File: config.mk
export PLATFORM = sky130hd
export DESIGN_NAME = led_blink_ctrl_flat
export DESIGN_NICKNAME = d
export VERILOG_FILES = /design/src/rtl/led_blink_pkg.sv /design/src/rtl/led_blink_ctrl_if.sv /design/src/rtl/led_blink_chan.sv /design/src/rtl/led_blink_ctrl.sv /design/src/flat_wrapper.sv
export SDC_FILE = /design/constraint.sdc
export NUM_CORES = 1
export LEC_CHECK = 0
export CAP_MARGIN = 20
export CORE_ASPECT_RATIO = 0.5
export CORE_MARGIN = 1
export CORE_UTILIZATION = 35
export CTS_BUF_LIST = sky130_fd_sc_hd__clkbuf_8
export DETAILED_ROUTE_END_ITERATION = 12
export GPL_ROUTABILITY_DRIVEN = 0
export HOLD_SLACK_MARGIN = 0.15
export PLACE_DENSITY_LB_ADDON = 0.08
export SYNTH_ARGS = -nofsm -noshare
export SYNTH_HDL_FRONTEND = slang
export SYNTH_SLANG_ARGS = --single-unit
File: constraint.sdc
create_clock -name clk -period 4.15 [get_ports clk]
set_input_delay 1.0375 -clock clk [delete_from_list [all_inputs] [get_ports clk]]
set_output_delay 1.0375 -clock clk [all_outputs]
set_load 0.02 [all_outputs]
File: src/rtl/led_blink_pkg.sv
// Shared types for the LED blink controller: channel mode encoding and the
// LED value a channel presents immediately after it is (re)configured.
package led_blink_pkg;

  typedef enum logic [1:0] {
    MODE_OFF   = 2'd0,
    MODE_ON    = 2'd1,
    MODE_BLINK = 2'd2,
    MODE_PWM   = 2'd3
  } mode_t;

  localparam int unsigned CH_W = 5;

  // All counters restart at zero on a write, so the first LED value is
  // known from mode and duty alone (PWM: phase 0 < duty).
  function automatic logic led_on_write(mode_t m, logic duty_nz);
    return (m == MODE_ON) || ((m == MODE_PWM) && duty_nz);
  endfunction

endpackage

File: src/rtl/led_blink_ctrl_if.sv
// Configuration write port of the LED blink controller.
interface led_blink_ctrl_if #(
  parameter int unsigned CNT_W = 16,
  parameter int unsigned PWM_W = 8
);
  import led_blink_pkg::*;

  logic             cfg_valid;
  logic             cfg_ready;
  logic [CH_W-1:0]  cfg_ch;
  mode_t            cfg_mode;
  logic [CNT_W-1:0] cfg_period;
  logic [PWM_W-1:0] cfg_duty;
  logic             cfg_err;

  modport master (
    output cfg_valid, cfg_ch, cfg_mode, cfg_period, cfg_duty,
    input  cfg_ready, cfg_err
  );

  modport slave (
    input  cfg_valid, cfg_ch, cfg_mode, cfg_period, cfg_duty,
    output cfg_ready, cfg_err
  );

endinterface

File: src/rtl/led_blink_chan.sv
// One LED channel: stored mode/period/duty, blink counter, PWM phase and
// the registered LED bit. A write overrides any tick arriving on the same edge.
module led_blink_chan
  import led_blink_pkg::*;
#(
  parameter int unsigned CNT_W = 16,
  parameter int unsigned PWM_W = 8
) (
  input  logic             clk,
  input  logic             rst,
  input  logic             i_tick,
  input  logic             i_wr,
  input  mode_t            i_mode,
  input  logic [CNT_W-1:0] i_period,
  input  logic [PWM_W-1:0] i_duty,
  output logic             o_led
);

  mode_t            r_mode;
  logic [CNT_W-1:0] r_period;
  logic [PWM_W-1:0] r_duty;
  logic [CNT_W-1:0] r_cnt;
  logic [PWM_W-1:0] r_phase;
  logic             r_led;

  logic [CNT_W-1:0] w_last;
  logic [CNT_W-1:0] w_cnt_nxt;
  logic [PWM_W-1:0] w_phase_nxt;
  logic             w_led_nxt;

  // Period 0 is treated as period 1: toggle on every tick.
  assign w_last = (r_period == '0) ? '0 : r_period - CNT_W'(1);

  always_comb begin
    w_cnt_nxt   = r_cnt;
    w_phase_nxt = r_phase;
    w_led_nxt   = r_led;
    unique case (r_mode)
      MODE_OFF: w_led_nxt = 1'b0;
      MODE_ON:  w_led_nxt = 1'b1;
      MODE_BLINK: begin
        if (i_tick) begin
          if (r_cnt == w_last) begin
            w_cnt_nxt = '0;
            w_led_nxt = ~r_led;
          end else begin
            w_cnt_nxt = r_cnt + CNT_W'(1);
          end
        end
      end
      MODE_PWM: begin
        if (i_tick) w_phase_nxt = r_phase + PWM_W'(1);
        w_led_nxt = (w_phase_nxt < r_duty);
      end
      default: w_led_nxt = 1'b0;
    endcase
  end

  always_ff @(posedge clk) begin
    if (rst) begin
      r_mode   <= MODE_OFF;
      r_period <= '0;
      r_duty   <= '0;
      r_cnt    <= '0;
      r_phase  <= '0;
      r_led    <= 1'b0;
    end else if (i_wr) begin
      r_mode   <= i_mode;
      r_period <= i_period;
      r_duty   <= i_duty;
      r_cnt    <= '0;
      r_phase  <= '0;
      r_led    <= led_on_write(i_mode, i_duty != '0);
    end else begin
      r_cnt    <= w_cnt_nxt;
      r_phase  <= w_phase_nxt;
      r_led    <= w_led_nxt;
    end
  end

  assign o_led = r_led;

endmodule

File: src/rtl/led_blink_ctrl.sv
// LED blink controller top: free-running prescaler tick, configuration
// decode with out-of-range error pulse, and N_LED independent channels.
module led_blink_ctrl
  import led_blink_pkg::*;
#(
  parameter int unsigned N_LED    = 4,
  parameter int unsigned CNT_W    = 16,
  parameter int unsigned PWM_W    = 8,
  parameter int unsigned PRESCALE = 100000
) (
  input  logic             clk,
  input  logic             rst,
  led_blink_ctrl_if.slave  cfg,
  output logic [N_LED-1:0] led
);

  localparam int unsigned        PRESC_W    = (PRESCALE > 1) ? $clog2(PRESCALE) : 1;
  localparam logic [PRESC_W-1:0] PRESC_LAST = PRESC_W'(PRESCALE - 1);

  logic [PRESC_W-1:0] r_presc;
  logic               r_err;
  logic               w_tick;
  logic               w_accept;
  logic               w_ch_ok;

  assign w_tick = (r_presc == PRESC_LAST);

  always_ff @(posedge clk) begin
    if (rst)         r_presc <= '0;
    else if (w_tick) r_presc <= '0;
    else             r_presc <= r_presc + PRESC_W'(1);
  end

  assign cfg.cfg_ready = ~rst;
  assign w_accept      = cfg.cfg_valid & cfg.cfg_ready;
  // Extra bit so N_LED = 32 still compares correctly against a 5-bit index.
  assign w_ch_ok       = ({1'b0, cfg.cfg_ch} < 6'(N_LED));

  always_ff @(posedge clk) begin
    if (rst) r_err <= 1'b0;
    else     r_err <= w_accept & ~w_ch_ok;
  end

  assign cfg.cfg_err = r_err;

  for (genvar g = 0; g < N_LED; g++) begin : g_chan
    logic w_wr;
    logic w_led;

    assign w_wr = w_accept && w_ch_ok && (cfg.cfg_ch == CH_W'(g));

    led_blink_chan #(
      .CNT_W (CNT_W),
      .PWM_W (PWM_W)
    ) u_chan (
      .clk      (clk),
      .rst      (rst),
      .i_tick   (w_tick),
      .i_wr     (w_wr),
      .i_mode   (cfg.cfg_mode),
      .i_period (cfg.cfg_period),
      .i_duty   (cfg.cfg_duty),
      .o_led    (w_led)
    );

    assign led[g] = w_led;
  end

endmodule

File: src/flat_wrapper.sv
// flat-port wrapper written by rule: the top's interface ports become plain ports
module led_blink_ctrl_flat import led_blink_pkg::*;
#(
  parameter int unsigned N_LED    = 4,
  parameter int unsigned CNT_W    = 16,
  parameter int unsigned PWM_W    = 8,
  parameter int unsigned PRESCALE = 100000
)
  (clk, rst, led, cfg_cfg_valid, cfg_cfg_ch, cfg_cfg_mode, cfg_cfg_period, cfg_cfg_duty, cfg_cfg_ready, cfg_cfg_err);
  led_blink_ctrl_if #(.CNT_W(CNT_W), .PWM_W(PWM_W)) cfg_i ();
  input  logic clk;
  input  logic rst;
  output logic [N_LED-1:0] led;
  input wire logic [$bits(cfg_i.cfg_valid)-1:0] cfg_cfg_valid;
  input wire logic [$bits(cfg_i.cfg_ch)-1:0] cfg_cfg_ch;
  input wire logic [$bits(cfg_i.cfg_mode)-1:0] cfg_cfg_mode;
  input wire logic [$bits(cfg_i.cfg_period)-1:0] cfg_cfg_period;
  input wire logic [$bits(cfg_i.cfg_duty)-1:0] cfg_cfg_duty;
  output wire logic [$bits(cfg_i.cfg_ready)-1:0] cfg_cfg_ready;
  output wire logic [$bits(cfg_i.cfg_err)-1:0] cfg_cfg_err;
  assign cfg_i.cfg_valid = cfg_cfg_valid;
  assign cfg_i.cfg_ch = cfg_cfg_ch;
  assign cfg_i.cfg_mode = cfg_cfg_mode;
  assign cfg_i.cfg_period = cfg_cfg_period;
  assign cfg_i.cfg_duty = cfg_cfg_duty;
  assign cfg_cfg_ready = cfg_i.cfg_ready;
  assign cfg_cfg_err = cfg_i.cfg_err;
  led_blink_ctrl #(.N_LED(N_LED), .CNT_W(CNT_W), .PWM_W(PWM_W), .PRESCALE(PRESCALE)) u_core (.clk(clk), .rst(rst), .cfg(cfg_i), .led(led));
endmodule
==> key figures, run 1 <==
Timing
  • Clk_skew: 22.76 ps
  • Final Critical Period: 3864 ps
  • Setup ws final: 286.2 ps
  • Post-route clock period utilization: 93.10%
  • RSZ-0062 raised after global routing: false
  • Post-route setup TNS: 0 ps
  • Fmax: 0.2588 GHz
  • Slew @ Worst Pin: 910.3 ps
  • Slew margin rel.: 38.54%
  • Final max-slew violation count: 0
  • Hold WS: 455.1 ps
  • Endpoints failing hold: 0
  • Final setup viols: 0

Min path
  • Hold path depth: 2
  • Min-Delay Path Class: register to register
  • Hold_sp: u_core.g_chan[3].u_chan.r_duty[1]
  • Hold Path Sink: u_core.g_chan[3].u_chan.r_duty[1]

Setup path
  • Critical path class: register to register
  • Arrival time at the worst endpoint: 4370 ps
  • R2R setup slack: 290 ps
  • Crit path required time: 4650 ps
  • CP endpoint kind: register
  • Reg2reg start: u_core.r_presc[12]
  • Reg2reg path depth: 15
  • Reg-to-reg endpoint: u_core.g_chan[1].u_chan.o_led
  • Worst-path maximum fanout: 5
  • Crit start category: register

Floorplan
  • Die Area: 39,830 um^2
  • Die H: 141.6 um
  • Number of core rows: 50
  • Core area: 37,910 um^2
  • Initial Utilization: 35.99%
  • Die W: 281.2 um
  • # IOs: 40

Synthesis
  • Yosys cell types: 85
  • Top post-synthesis cells by area: dfxtp_1, nand2_1, xnor2_1
  • Count leader, synth: nand2_1
  • Synth async-reset ratio: 0%
  • Syn_area_per_cell: 7.585 um^2
  • Area leader, netlist: dfxtp_1
  • Warnings, synthesis: 0
  • Synthesized area: 13,650 um^2
  • EDFF count, synth: 0
  • Top post-synthesis cells by count: nand2_1, dfxtp_1, a21oi_1
  • Register area share after synthesis: 32.57%
  • Commonest register cell after synthesis: dfxtp_1
  • Syn Nets: 1,874
  • #FFs+latches synth: 222
  • Synth Instances: 1,799
  • Area share of the largest cell type after synthesis: 32.57%

Clock tree
  • Post-CTS setup buffer count: 0
  • CTS buffer count: 38
  • CTS root buffer: clkbuf_8
  • Sink Count: 222
  • Htree depth: 2
  • Clock buffer depth: 3
  • Reg clk slew, reported paths: 60 ps
  • Clock Latency Late Sink: 560 ps
  • CTS tree: done
  • Hold buffer count at cts: 0

Final layout
  • Post-route design area: 15,260 um^2
  • Inserted Diodes: 0
  • Layout area overhead: 11.85%
  • Nets: 1,889
  • Layout cells sized above 1: 7.345%

Power and ir drop
  • Leak Pwr: 5.556 nW
  • Post-route total power: 4.400 mW
  • Peak VDD IR: 0.0001912 V
  • Power per cell area: 288.3 nW/um^2

Job
  • Max cap viols: 0

Drt
  • ANT nets after route: 0
  • # DRC: 0
  • Via count: 12,784
  • Post-Route WL: 41,050 um
  • Drt pass-1 iters: 5
  • DR iter-0 viols: 895
  • Via density: 5.422
  • DR WL/cell: 17.41 um

Placed design
  • I/O Buffers: 39
  • Post-place setup slack: 211.7 ps
  • DP HPWL: 30,930 um
  • DP Area: 14,560 um^2

GRT
  • Gr ovfl total: 0
  • Initial antenna violation count: 0
  • Number of global-route vias before repair: 11,823
  • Global-route wire length before repair: 65,420 um
  • Largest net degree at the start of global routing: 68
  • GR Util All Layers: 20.70%

Run status
  • Outcome: finished clean
==> routing by layer <==
layer  routed length, um  vias up  GRT usage, %
met5                   0        -             0
met4                 728        0         4.605
met3                2436       59         4.265
met2               16920      309         30.81
met1               20970     6101         30.38
li1                    -     6315             -
==> through the flow <==
step	utilization, %	instances
final	40.26	2358
after CTS	40.25	2358
after floorplan	-	1799
after detailed placement	38.39	2294
after global routing	40.26	2358
after global placement	38.39	2294
==> worst max-delay path, stage by stage (launching register included) <==
cell and delay [ps]:
dfxtp_1 330, or4b_1 620, nor4_1 330, and3b_2 330
nand4_1 220, nor2_1 180, xor2_1 160, ha_1 260
a21o_1 190, a211o_1 300, or2_2 290, nor2_1 90
nand2_1 50, o21ai_0 230, nand4_1 120, nand3b_1 90
==> state kept, by name (all words and copies together), names as in the netlist <==
| register | count |
|---|---|
| u_core.g_chan.u_chan.r_cnt | 64 |
| u_core.g_chan.u_chan.r_period | 64 |
| u_core.g_chan.u_chan.r_duty | 32 |
| u_core.g_chan.u_chan.r_phase | 32 |
| u_core.r_presc | 17 |
| u_core.g_chan.u_chan.r_mode | 8 |
| u_core.g_chan.u_chan.o_led | 4 |
| u_core.cfg.cfg_err | 1 |
==> cell type report <==
type / count / area (um^2)
clock buffer: 43 / 591.8
timing repair buffer: 78 / 680.7
tap: 520 / 650.6
inverter: 64 / 240.2
fill: 3966 / 22650
clock inverter: 21 / 113.9
sequential: 222 / 4444
multi-input combinational: 1410 / 8541
==> logic make-up after synthesis <==
family | after synthesis | synth area share [%]
simple gates | 864 | 31.55
compound gates | 316 | 14.54
flops | 222 | 32.57
xor+xnor | 172 | 11.25
buf+inv | 167 | 5.034
fa+ha+maj | 41 | 3.759
mux | 17 | 1.293
==> cell usage in the layout, fill, tap and decap left out, drive strengths merged, types with 8 or more instances in the layout <==
cell and n:
a211o 8, a211oi 8, a21boi 8, a21oi 156
a31oi 12, and2 9, and3 20, buf 40
clkbuf 43, clkdlybuf4s50 38, dfxtp 222, ha 41
inv 77, mux2i 12, nand2 325, nand2b 15
nand3 49, nand4 57, nor2 152, nor2b 22
nor3 89, nor3b 17, nor4 28, o21ai 44
or2 9, or3 25, or4 13, xnor2 93
xor2 77
==> worst max path at each step <==
stage / start / to / slack [ps] / cells after the start
2_1_floorplan: u_core.r_presc[12] / u_core.g_chan[1].u_chan.o_led / 440 / 16
3_3_place_gp: u_core.r_presc[12] / u_core.g_chan[1].u_chan.o_led / 280 / 15
4_1_cts: u_core.r_presc[12] / u_core.g_chan[1].u_chan.o_led / 190 / 15
3_5_place_dp: u_core.r_presc[12] / u_core.g_chan[1].u_chan.o_led / 210 / 15
5_1_grt: u_core.r_presc[12] / u_core.g_chan[1].u_chan.o_led / 20 / 15
6_report: u_core.r_presc[12] / u_core.g_chan[1].u_chan.o_led / 290 / 15
==> where the power goes <==
| part | internal, mW | switching (mW) | total, mW | leakage, nW |
|---|---|---|---|---|
| sequential | 2.14 | 0.00941 | 2.15 | 1.79 |
| clock | 1.00 | 0.943 | 1.95 | 0.420 |
| combinational | 0.112 | 0.192 | 0.304 | 3.35 |
==> what timing repair did <==
action / 4_1_cts / 5_1_grt
resized for setup: 0 / 1
setup endpoints to repair: 0 / 1
hold endpoints to repair: 0 / 0
No activity file was read; power rests on OpenSTA's default activity.
==> inputs of run 2 (changes only) <==
Settings changed: SYNTH_HIERARCHICAL set to 1.
Clock period 4.15 ns to 3.85 ns, I/O delays scaled along.
==> run 2 against run 1 <==
Clock skew is 3.7 ps higher. Worst setup slack worse by 7.6 ps. Sequential share of layout area is 1.0 points higher. Register-to-register slack hardly changed. Count of clock-buffer cells in the layout stayed put. Hold slack better by 24 ps. Design area is 3.4% lower. Clock power is 16% higher. Via count is 15% lower. Sequential cell count stayed put. First-iteration DRC count is 23% lower. Largest cell class unchanged. Fmax is 8.2% higher.
==> key figures, run 2 <==
Run status
  • Outcome: finished clean

GRT
  • GR Util All Layers: 18.43% (-2.3 points)
  • Initial antenna violation count: 0 (unchanged)
  • Gr ovfl total: 0 (unchanged)
  • Number of global-route vias before repair: 10,451 (-12%)
  • Largest net degree at the start of global routing: 57 (-16%)
  • Global-route wire length before repair: 56,440 um (-14%)

Synthesis
  • Mux contribution to synthesized area: 9.206% (+7.9 points)
  • Synth Instances: 1,569 (-13%)
  • Post-Synth XOR/XNOR Area: 12.23% (+0.98 points)
  • EDFF count, synth: 0 (unchanged)
  • Area share of the largest cell type after synthesis: 33.92% (+1.3 points)
  • Synthesized area: 13,100 um^2 (-4.0%)
  • Compound-cell area share of the yosys netlist: 8.824% (-5.7 points)
  • Top post-synthesis cells by count: nor2_1, dfxtp_1, mux2i_1
  • Largest family of logic cells by synthesized area: simple AND/OR/NAND/NOR gates
  • Adder-Cell Fraction of Synth Area: 3.915% (+0.16 points)
  • #FFs+latches synth: 222 (unchanged)
  • Register area share after synthesis: 33.92% (+1.3 points)
  • Area leader, netlist: dfxtp_1
  • Yosys cell types: 63 (-26%)
  • Warnings, synthesis: 6 (+6)
  • Synth async-reset ratio: 0% (unchanged)
  • Syn_area_per_cell: 8.351 um^2 (+10%)
  • Synth Area in Simple Gates: 27.14% (-4.4 points)
  • Commonest register cell after synthesis: dfxtp_1
  • Top post-synthesis cells by area: dfxtp_1, nor2_1, mux2i_1
  • Count leader, synth: nor2_1
  • Syn Nets: 1,644 (-12%)

Final layout
  • Commonest non-fill, non-tap cell in the layout: nor2_1
  • Top flop regs: u_core/g_chan.u_chan/r_cnt (64), u_core/g_chan.u_chan/r_period (64)
  • Layout area overhead: 12.51%
  • # fillers: 3,706 (-6.6%)
  • Nets: 1,664 (-12%)
  • Final Util: 40.48% (+0.22 points)
  • FF+latch area: 4444 um^2 (unchanged)
  • Inserted Diodes: 0 (unchanged)
  • Layout cells sized above 1: 8.961% (+1.6 points)
  • Post-route design area: 14,740 um^2 (-3.4%)
  • Finished Layout Cells: 2,091 (-11%)
  • Most frequent cells in the layout: nor2_1, dfxtp_1, mux2i_1
  • Area occupied by multi-input gates: 8066 um^2 (-5.6%)

Setup path
  • Crit start category: register
  • Critical path class: register to register
  • Arrival time at the worst endpoint: 3990 ps (-380 ps)
  • CP endpoint kind: register
  • Crit path required time: 4270 ps (-380 ps)
  • Worst-path maximum fanout: 14 (+9)

Drt
  • DR WL/cell: 16.80 um (-3.5%)
  • ANT nets after route: 0 (unchanged)
  • Drt pass-1 iters: 5 (unchanged)
  • DR iter-0 viols: 685 (-23%)
  • Via density: 5.217 (-3.8%)
  • Post-Route WL: 35,130 um (-14%)
  • # DRC: 0 (unchanged)
  • Via count: 10,908 (-15%)

Floorplan
  • Number of core rows: 49 (-2.0%)
  • Core area: 36,420 um^2 (-3.9%)
  • Initial Utilization: 35.98% (about the same)
  • Die Area: 38,260 um^2 (-3.9%)
  • Die W: 275.6 um (-2.0%)
  • # IOs: 40 (unchanged)
  • Die H: 138.8 um (-2.0%)

Placed design
  • DP Area: 13,920 um^2 (-4.3%)
  • I/O Buffers: 39 (unchanged)
  • DP HPWL: 25,360 um (-18%)
  • Placed Instances: 2,030 (-12%)

Timing
  • Endpoints failing hold: 0 (unchanged)
  • Fmax: 0.2800 GHz (+8.2%)
  • Final max-slew violation count: 0 (unchanged)
  • Post-route clock period utilization: 92.76% (-0.34 points)
  • Final Critical Period: 3571 ps (-292.4 ps)
  • RSZ-0062 raised after global routing: false
  • Post-route setup TNS: 0 ps (unchanged)
  • Clk_skew: 26.43 ps (+3.671 ps)
  • Final setup viols: 0 (unchanged)
  • Slew @ Worst Pin: 645.1 ps (-265.2 ps)
  • Slew margin rel.: 56.86% (+18 points)

Clock tree
  • Clock buffer depth: 3 (unchanged)
  • Clock Latency Late Sink: 560 ps (about the same)
  • CTS root buffer: clkbuf_8
  • CTS tree: done
  • CTS buffer count: 37 (-2.6%)
  • Reg clk slew, reported paths: 70 ps (about the same)
  • Htree depth: 2 (unchanged)
  • Sink Count: 222 (unchanged)
  • Hold buffer count at cts: 0 (unchanged)

Power and ir drop
  • Sw Share: 24.55% (-1.5 points)
  • Comb power frac: 6.4% (-0.5 points)
  • Internal power: 3.698 mW (+14%)
  • Clk network pwr share: 46.3% (+2.0 points)
  • Peak VDD IR: 0.0001552 V (-19%)
  • Psw: 1.203 mW (+5.1%)
  • Power per cell area: 332.5 nW/um^2 (+15%)
  • Post-route total power: 4.901 mW (+11%)
  • Sequential Power Share: 47.2% (-1.6 points)
  • Leak Pwr: 5.248 nW (-5.5%)

Job
  • Max cap viols: 0 (unchanged)

Min path
  • Min-Delay Path Class: register to register
-- run 2: cell types whose count changed after synthesis, moves of 14 or more --
| cell | before | now |
|---|---|---|
| a21oi_1 | 156 | 36 |
| clkbuf_1 | 87 | 48 |
| mux2i_1 | 12 | 116 |
| nand2_1 | 325 | 89 |
| nand2b_1 | 15 | 1 |
| nor2_1 | 150 | 310 |
| nor2b_1 | 22 | 5 |
| nor3_1 | 88 | 50 |
| nor4_1 | 19 | 33 |
| xor2_1 | 77 | 94 |
-- run 2: kinds of logic (layout without fill, tap and decap cells) --
family | after synthesis | after routing
compound gates | 156 | 156
xor+xnor | 183 | 183
flops | 222 | 222
mux | 120 | 120
simple gates | 707 | 707
fa+ha+maj | 41 | 41
buf+inv | 140 | 178
-- run 2: critical path, cell delays in order (launching register included) --
cell and delay (ps):
dfxtp_1 380, inv_1 80, ha_1 160, or3b_1 480, nor4_4 570, nand2_2 220
o2bb2ai_2 190, mux2i_1 80, or4_4 600, o31ai_4 570, nor2_1 110
-- run 2: metrics by stage --
| stage | hold WS [ps] | worst slack [ps] |
|---|---|---|
| 2_1_floorplan | 441.5 | 645.3 |
| 3_3_place_gp | 462.2 | 282.2 |
| 3_5_place_dp | 474.5 | 199.3 |
| 4_1_cts | 489.6 | 190.6 |
| 5_1_grt | 505.4 | 10.48 |
| 6_report | 479.5 | 278.6 |
-- run 2: what timing repair did --
| action | 4_1_cts | 5_1_grt |
|---|---|---|
| resized for setup | 0 | 1 |
| endpoints found under the setup margin | 0 | 43 |
| setup buffers | 0 | 4 |
-- run 2: layer usage --
metal / global-route usage (%) / wire (um)
met1: 26.48 / 17970
met2: 27.85 / 15010
met3: 3.566 / 1426
met4: 5.060 / 713
met5: 0 / 0
-- run 2: path summary, 6_finish.rpt --
kind / startpoint / end / slack, ps / depth (start not counted)
worst min-delay path: u_core/r_presc[0] / u_core/r_presc[0] / 480 / 1
worst max-delay path: u_core/g_chan[2].u_chan/r_period[0] / u_core/g_chan[2].u_chan/r_cnt[14] / 280 / 10
worst min register to register: u_core/r_presc[0] / u_core/r_presc[0] / 480 / 1
worst max register to register: u_core/g_chan[2].u_chan/r_period[0] / u_core/g_chan[2].u_chan/r_cnt[14] / 280 / 10
-- run 2: layout make-up --
| type | count | area share, % |
|---|---|---|
| Clock buffer | 43 | 4.015 |
| Sequential cell | 222 | 30.15 |
| Inverter | 60 | 1.528 |
| Timing Repair Buffer | 61 | 4.346 |
| Tap cell | 484 | 4.108 |
| Clock inverter | 14 | 1.137 |
| Multi-Input combinational cell | 1207 | 54.72 |
-- run 2: power by group through the flow --
stage	combinational [mW]	sequential, mW	clock (mW)
after floorplan	0.185	2.36	0
after global placement	0.306	2.37	0
after detailed placement	0.311	2.37	0
after CTS	0.312	2.31	2.38
after global routing	0.342	2.31	2.46
final	0.316	2.31	2.27
==> inputs of run 3 (changes only) <==
Settings changed: ABC_AREA set to 1, CORE_UTILIZATION 35 to 50.
==> run 3 against run 2 <==
Clock skew increased by 10 ps. Sequential cell count unchanged. Global-route usage increased by 6.7 points. Area after synthesis increased by 4.8%. Design area increased by 2.4%. Die area decreased by 26%. Hold slack got worse by 10 ps. Utilization increased by 16 points. Worst setup slack improved by 120 ps. Critical path depth decreased by 7. Largest cell class unchanged. Largest power group unchanged.
==> key figures, run 3 <==
Run status
  • Outcome: finished clean

Drt
  • # DRC: 0 (unchanged)
  • Via density: 5.111 (-2.0%)
  • DR iter-0 viols: 969 (+41%)
  • ANT nets after route: 0 (unchanged)
  • Post-Route WL: 35,320 um (+0.54%)
  • Drt pass-1 iters: 5 (unchanged)
  • Via count: 12,900 (+18%)
  • DR WL/cell: 13.99 um (-17%)

Min path
  • Min-Delay Path Class: register to register

Timing
  • Final Critical Period: 3452 ps (-119.4 ps)
  • Slew margin rel.: 47.45% (-9.4 points)
  • Endpoints failing hold: 0 (unchanged)
  • Final max-slew violation count: 0 (unchanged)
  • Setup ws final: 398.0 ps (+119.4 ps)
  • Slew @ Worst Pin: 787.4 ps (+142.3 ps)
  • Post-route setup TNS: 0 ps (unchanged)
  • Fmax: 0.2897 GHz (+3.5%)
  • Clk_skew: 36.50 ps (+10.07 ps)
  • Hold WS: 469.4 ps (-10.12 ps)
  • Post-route clock period utilization: 89.66% (-3.1 points)
  • Final setup viols: 0 (unchanged)
  • RSZ-0062 raised after global routing: false

Setup path
  • R2R setup slack: 540 ps (+260 ps)
  • Most Frequent Cell on Critical Path: clkdlybuf4s50_1
  • CP endpoint kind: output pin
  • Crit path cell chain: clkdlybuf4s50_1 > inv_1 > clkdlybuf4s50_1
  • Crit-path max cell delay: 740 ps (+140 ps)
  • Crit path required time: 2890 ps (-1380 ps)
  • Slowest-stage cell, CP: clkdlybuf4s50_1
  • Critical path buffers and inverters: 3 (+2)
  • Critical path class: input port to output pin
  • Arrival time at the worst endpoint: 2490 ps (-1500 ps)
  • Worst-path maximum fanout: 4 (-10)
  • Crit start category: input port
  • Crit path max-delay family: buffers and inverters

Final layout
  • Layout area overhead: 9.903%
  • Nets: 2,224 (+34%)
  • FF+latch area: 4444 um^2 (unchanged)
  • Post-route design area: 15,090 um^2 (+2.4%)
  • # fillers: 2,733 (-26%)
  • Most frequent cells in the layout: nand2_1, inv_1, dfxtp_1
  • Layout cells sized above 1: 7.965% (-1.0 points)
  • Area occupied by multi-input gates: 7615 um^2 (-5.6%)
  • Commonest non-fill, non-tap cell in the layout: nand2_1
  • Inserted Diodes: 0 (unchanged)
  • Top flop regs: u_core/g_chan.u_chan/r_cnt (64), u_core/g_chan.u_chan/r_period (64)

Power and ir drop
  • Psw: 1.362 mW (+13%)
  • Clk network pwr share: 41.6% (-4.7 points)
  • Comb power frac: 11.0% (+4.6 points)
  • Sequential Power Share: 47.4% (+0.2 points)
  • Post-route total power: 4.895 mW (-0.12%)
  • Power per cell area: 324.3 nW/um^2 (-2.5%)
  • Peak VDD IR: 0.0001976 V (+27%)
  • Sw Share: 27.82% (+3.3 points)
  • Internal power: 3.533 mW (-4.5%)
  • Leak Pwr: 7.123 nW (+36%)

Synthesis
  • Largest family of logic cells by synthesized area: simple AND/OR/NAND/NOR gates
  • Warnings, synthesis: 6 (unchanged)
  • #FFs+latches synth: 222 (unchanged)
  • Register area share after synthesis: 32.36% (-1.6 points)
  • Top post-synthesis cells by count: nand2_1, inv_1, dfxtp_1
  • Synthesized area: 13,730 um^2 (+4.8%)
  • Synth Instances: 2,115 (+35%)
  • Count leader, synth: nand2_1
  • EDFF count, synth: 0 (unchanged)
  • Area share of the largest cell type after synthesis: 32.36% (-1.6 points)
  • Syn_area_per_cell: 6.494 um^2 (-22%)
  • Synth async-reset ratio: 0% (unchanged)
  • Syn Nets: 2,190 (+33%)
  • Compound-cell area share of the yosys netlist: 13.21% (+4.4 points)
  • Mux contribution to synthesized area: 0% (-9.2 points)
  • Yosys cell types: 40 (-37%)
  • Adder-Cell Fraction of Synth Area: 3.735% (-0.18 points)
  • Top post-synthesis cells by area: dfxtp_1, nand2_1, inv_1
  • Synth Area in Simple Gates: 33.89% (+6.8 points)
  • Area leader, netlist: dfxtp_1
  • Commonest register cell after synthesis: dfxtp_1
  • Post-Synth XOR/XNOR Area: 4.464% (-7.8 points)

GRT
  • Global-route wire length before repair: 57,060 um (+1.1%)
  • GR Util All Layers: 25.18% (+6.7 points)
  • Largest net degree at the start of global routing: 31 (-46%)
  • Initial antenna violation count: 2 (+2)
  • Gr ovfl total: 0 (unchanged)
  • Number of global-route vias before repair: 11,440 (+9.5%)

Placed design
  • Post-place setup slack: 336.5 ps (+137.2 ps)
  • DP HPWL: 26,110 um (+3.0%)
  • I/O Buffers: 39 (unchanged)
  • DP Area: 14,410 um^2 (+3.5%)

Clock tree
  • CTS root buffer: clkbuf_8
  • Clock Latency Late Sink: 570 ps (about the same)
  • Post-cts resize count: 0 (unchanged)
  • Htree depth: 2 (unchanged)
  • Post-CTS setup buffer count: 0 (unchanged)
  • CTS tree: done
  • Hold buffer count at cts: 0 (unchanged)
  • Reg clk slew, reported paths: 60 ps (about the same)
  • Clock buffer depth: 3 (unchanged)
  • CTS buffer count: 37 (unchanged)
  • Sink Count: 222 (unchanged)

Floorplan
  • Die W: 236.4 um (-14%)
  • Die Area: 28,180 um^2 (-26%)
  • Number of core rows: 42 (-14%)
  • Core area: 26,700 um^2 (-27%)
  • Initial Utilization: 51.45% (+15 points)
  • Die H: 119.2 um (-14%)
  • # IOs: 40 (unchanged)

Job
  • Max cap viols: 0 (unchanged)
run 3: changes by cell type in the layout (fill, tap and decap cells not counted), sizes merged, moves of 13 or more:
cell | previous run | this run
xor2 | 94 | 68
or4 | 17 | 0
o21ai | 32 | 154
nor2 | 310 | 266
nand3 | 51 | 145
mux2i | 116 | 0
nor3b | 17 | 4
inv | 66 | 359
nand2 | 93 | 480
a21oi | 36 | 153
nor3 | 50 | 29
and3 | 13 | 0
xnor2 | 89 | 2
nor4 | 38 | 20
run 3: power by group through the flow:
stage / combinational, mW / sequential (mW) / clock [mW]
after global routing: 0.602 / 2.32 / 2.22
after detailed placement: 0.533 / 2.37 / 0
after CTS: 0.534 / 2.32 / 2.11
final: 0.538 / 2.32 / 2.04
after global placement: 0.530 / 2.37 / 0
after floorplan: 0.380 / 2.37 / 0
run 3: area by class of cell:
| class | instances | area share, % |
|---|---|---|
| sequential | 222 | 29.44 |
| clock buffer | 41 | 3.738 |
| timing repair buffer | 60 | 3.879 |
| multi-input combinational | 1475 | 50.45 |
| clock inverter | 21 | 0.7709 |
| inverter | 353 | 8.803 |
| tap | 352 | 2.918 |
run 3: logic make-up (layout without fill, tap and decap cells):
group / Yosys count / after routing
fa+ha+maj: 41 / 41
buf+inv: 418 / 475
simple gates: 1020 / 1020
flops: 222 / 222
compound gates: 344 / 344
xor+xnor: 70 / 70
run 3: worst paths after layout:
path | from | end | cells after the start
worst max-delay path | rst | cfg_cfg_ready | 3
worst min-delay path | u_core/r_presc[0] | u_core/r_presc[0] | 1
worst max register to register | u_core/r_presc[0] | u_core/g_chan[0].u_chan/o_led | 18
worst min register to register | u_core/r_presc[0] | u_core/r_presc[0] | 1
run 3: per-stage QoR:
stage,cells,utilization (%)
after detailed placement,2462,53.98
after floorplan,2115,-
final,2524,56.54
after global routing,2524,56.54
after CTS,2524,56.53
after global placement,2462,53.98
run 3: layer usage:
metal	GRT usage (%)	share of wire, %
met1	35.92	51
met2	39.08	42
met4	5.519	1.3
met5	0	0
met3	5.030	5.6
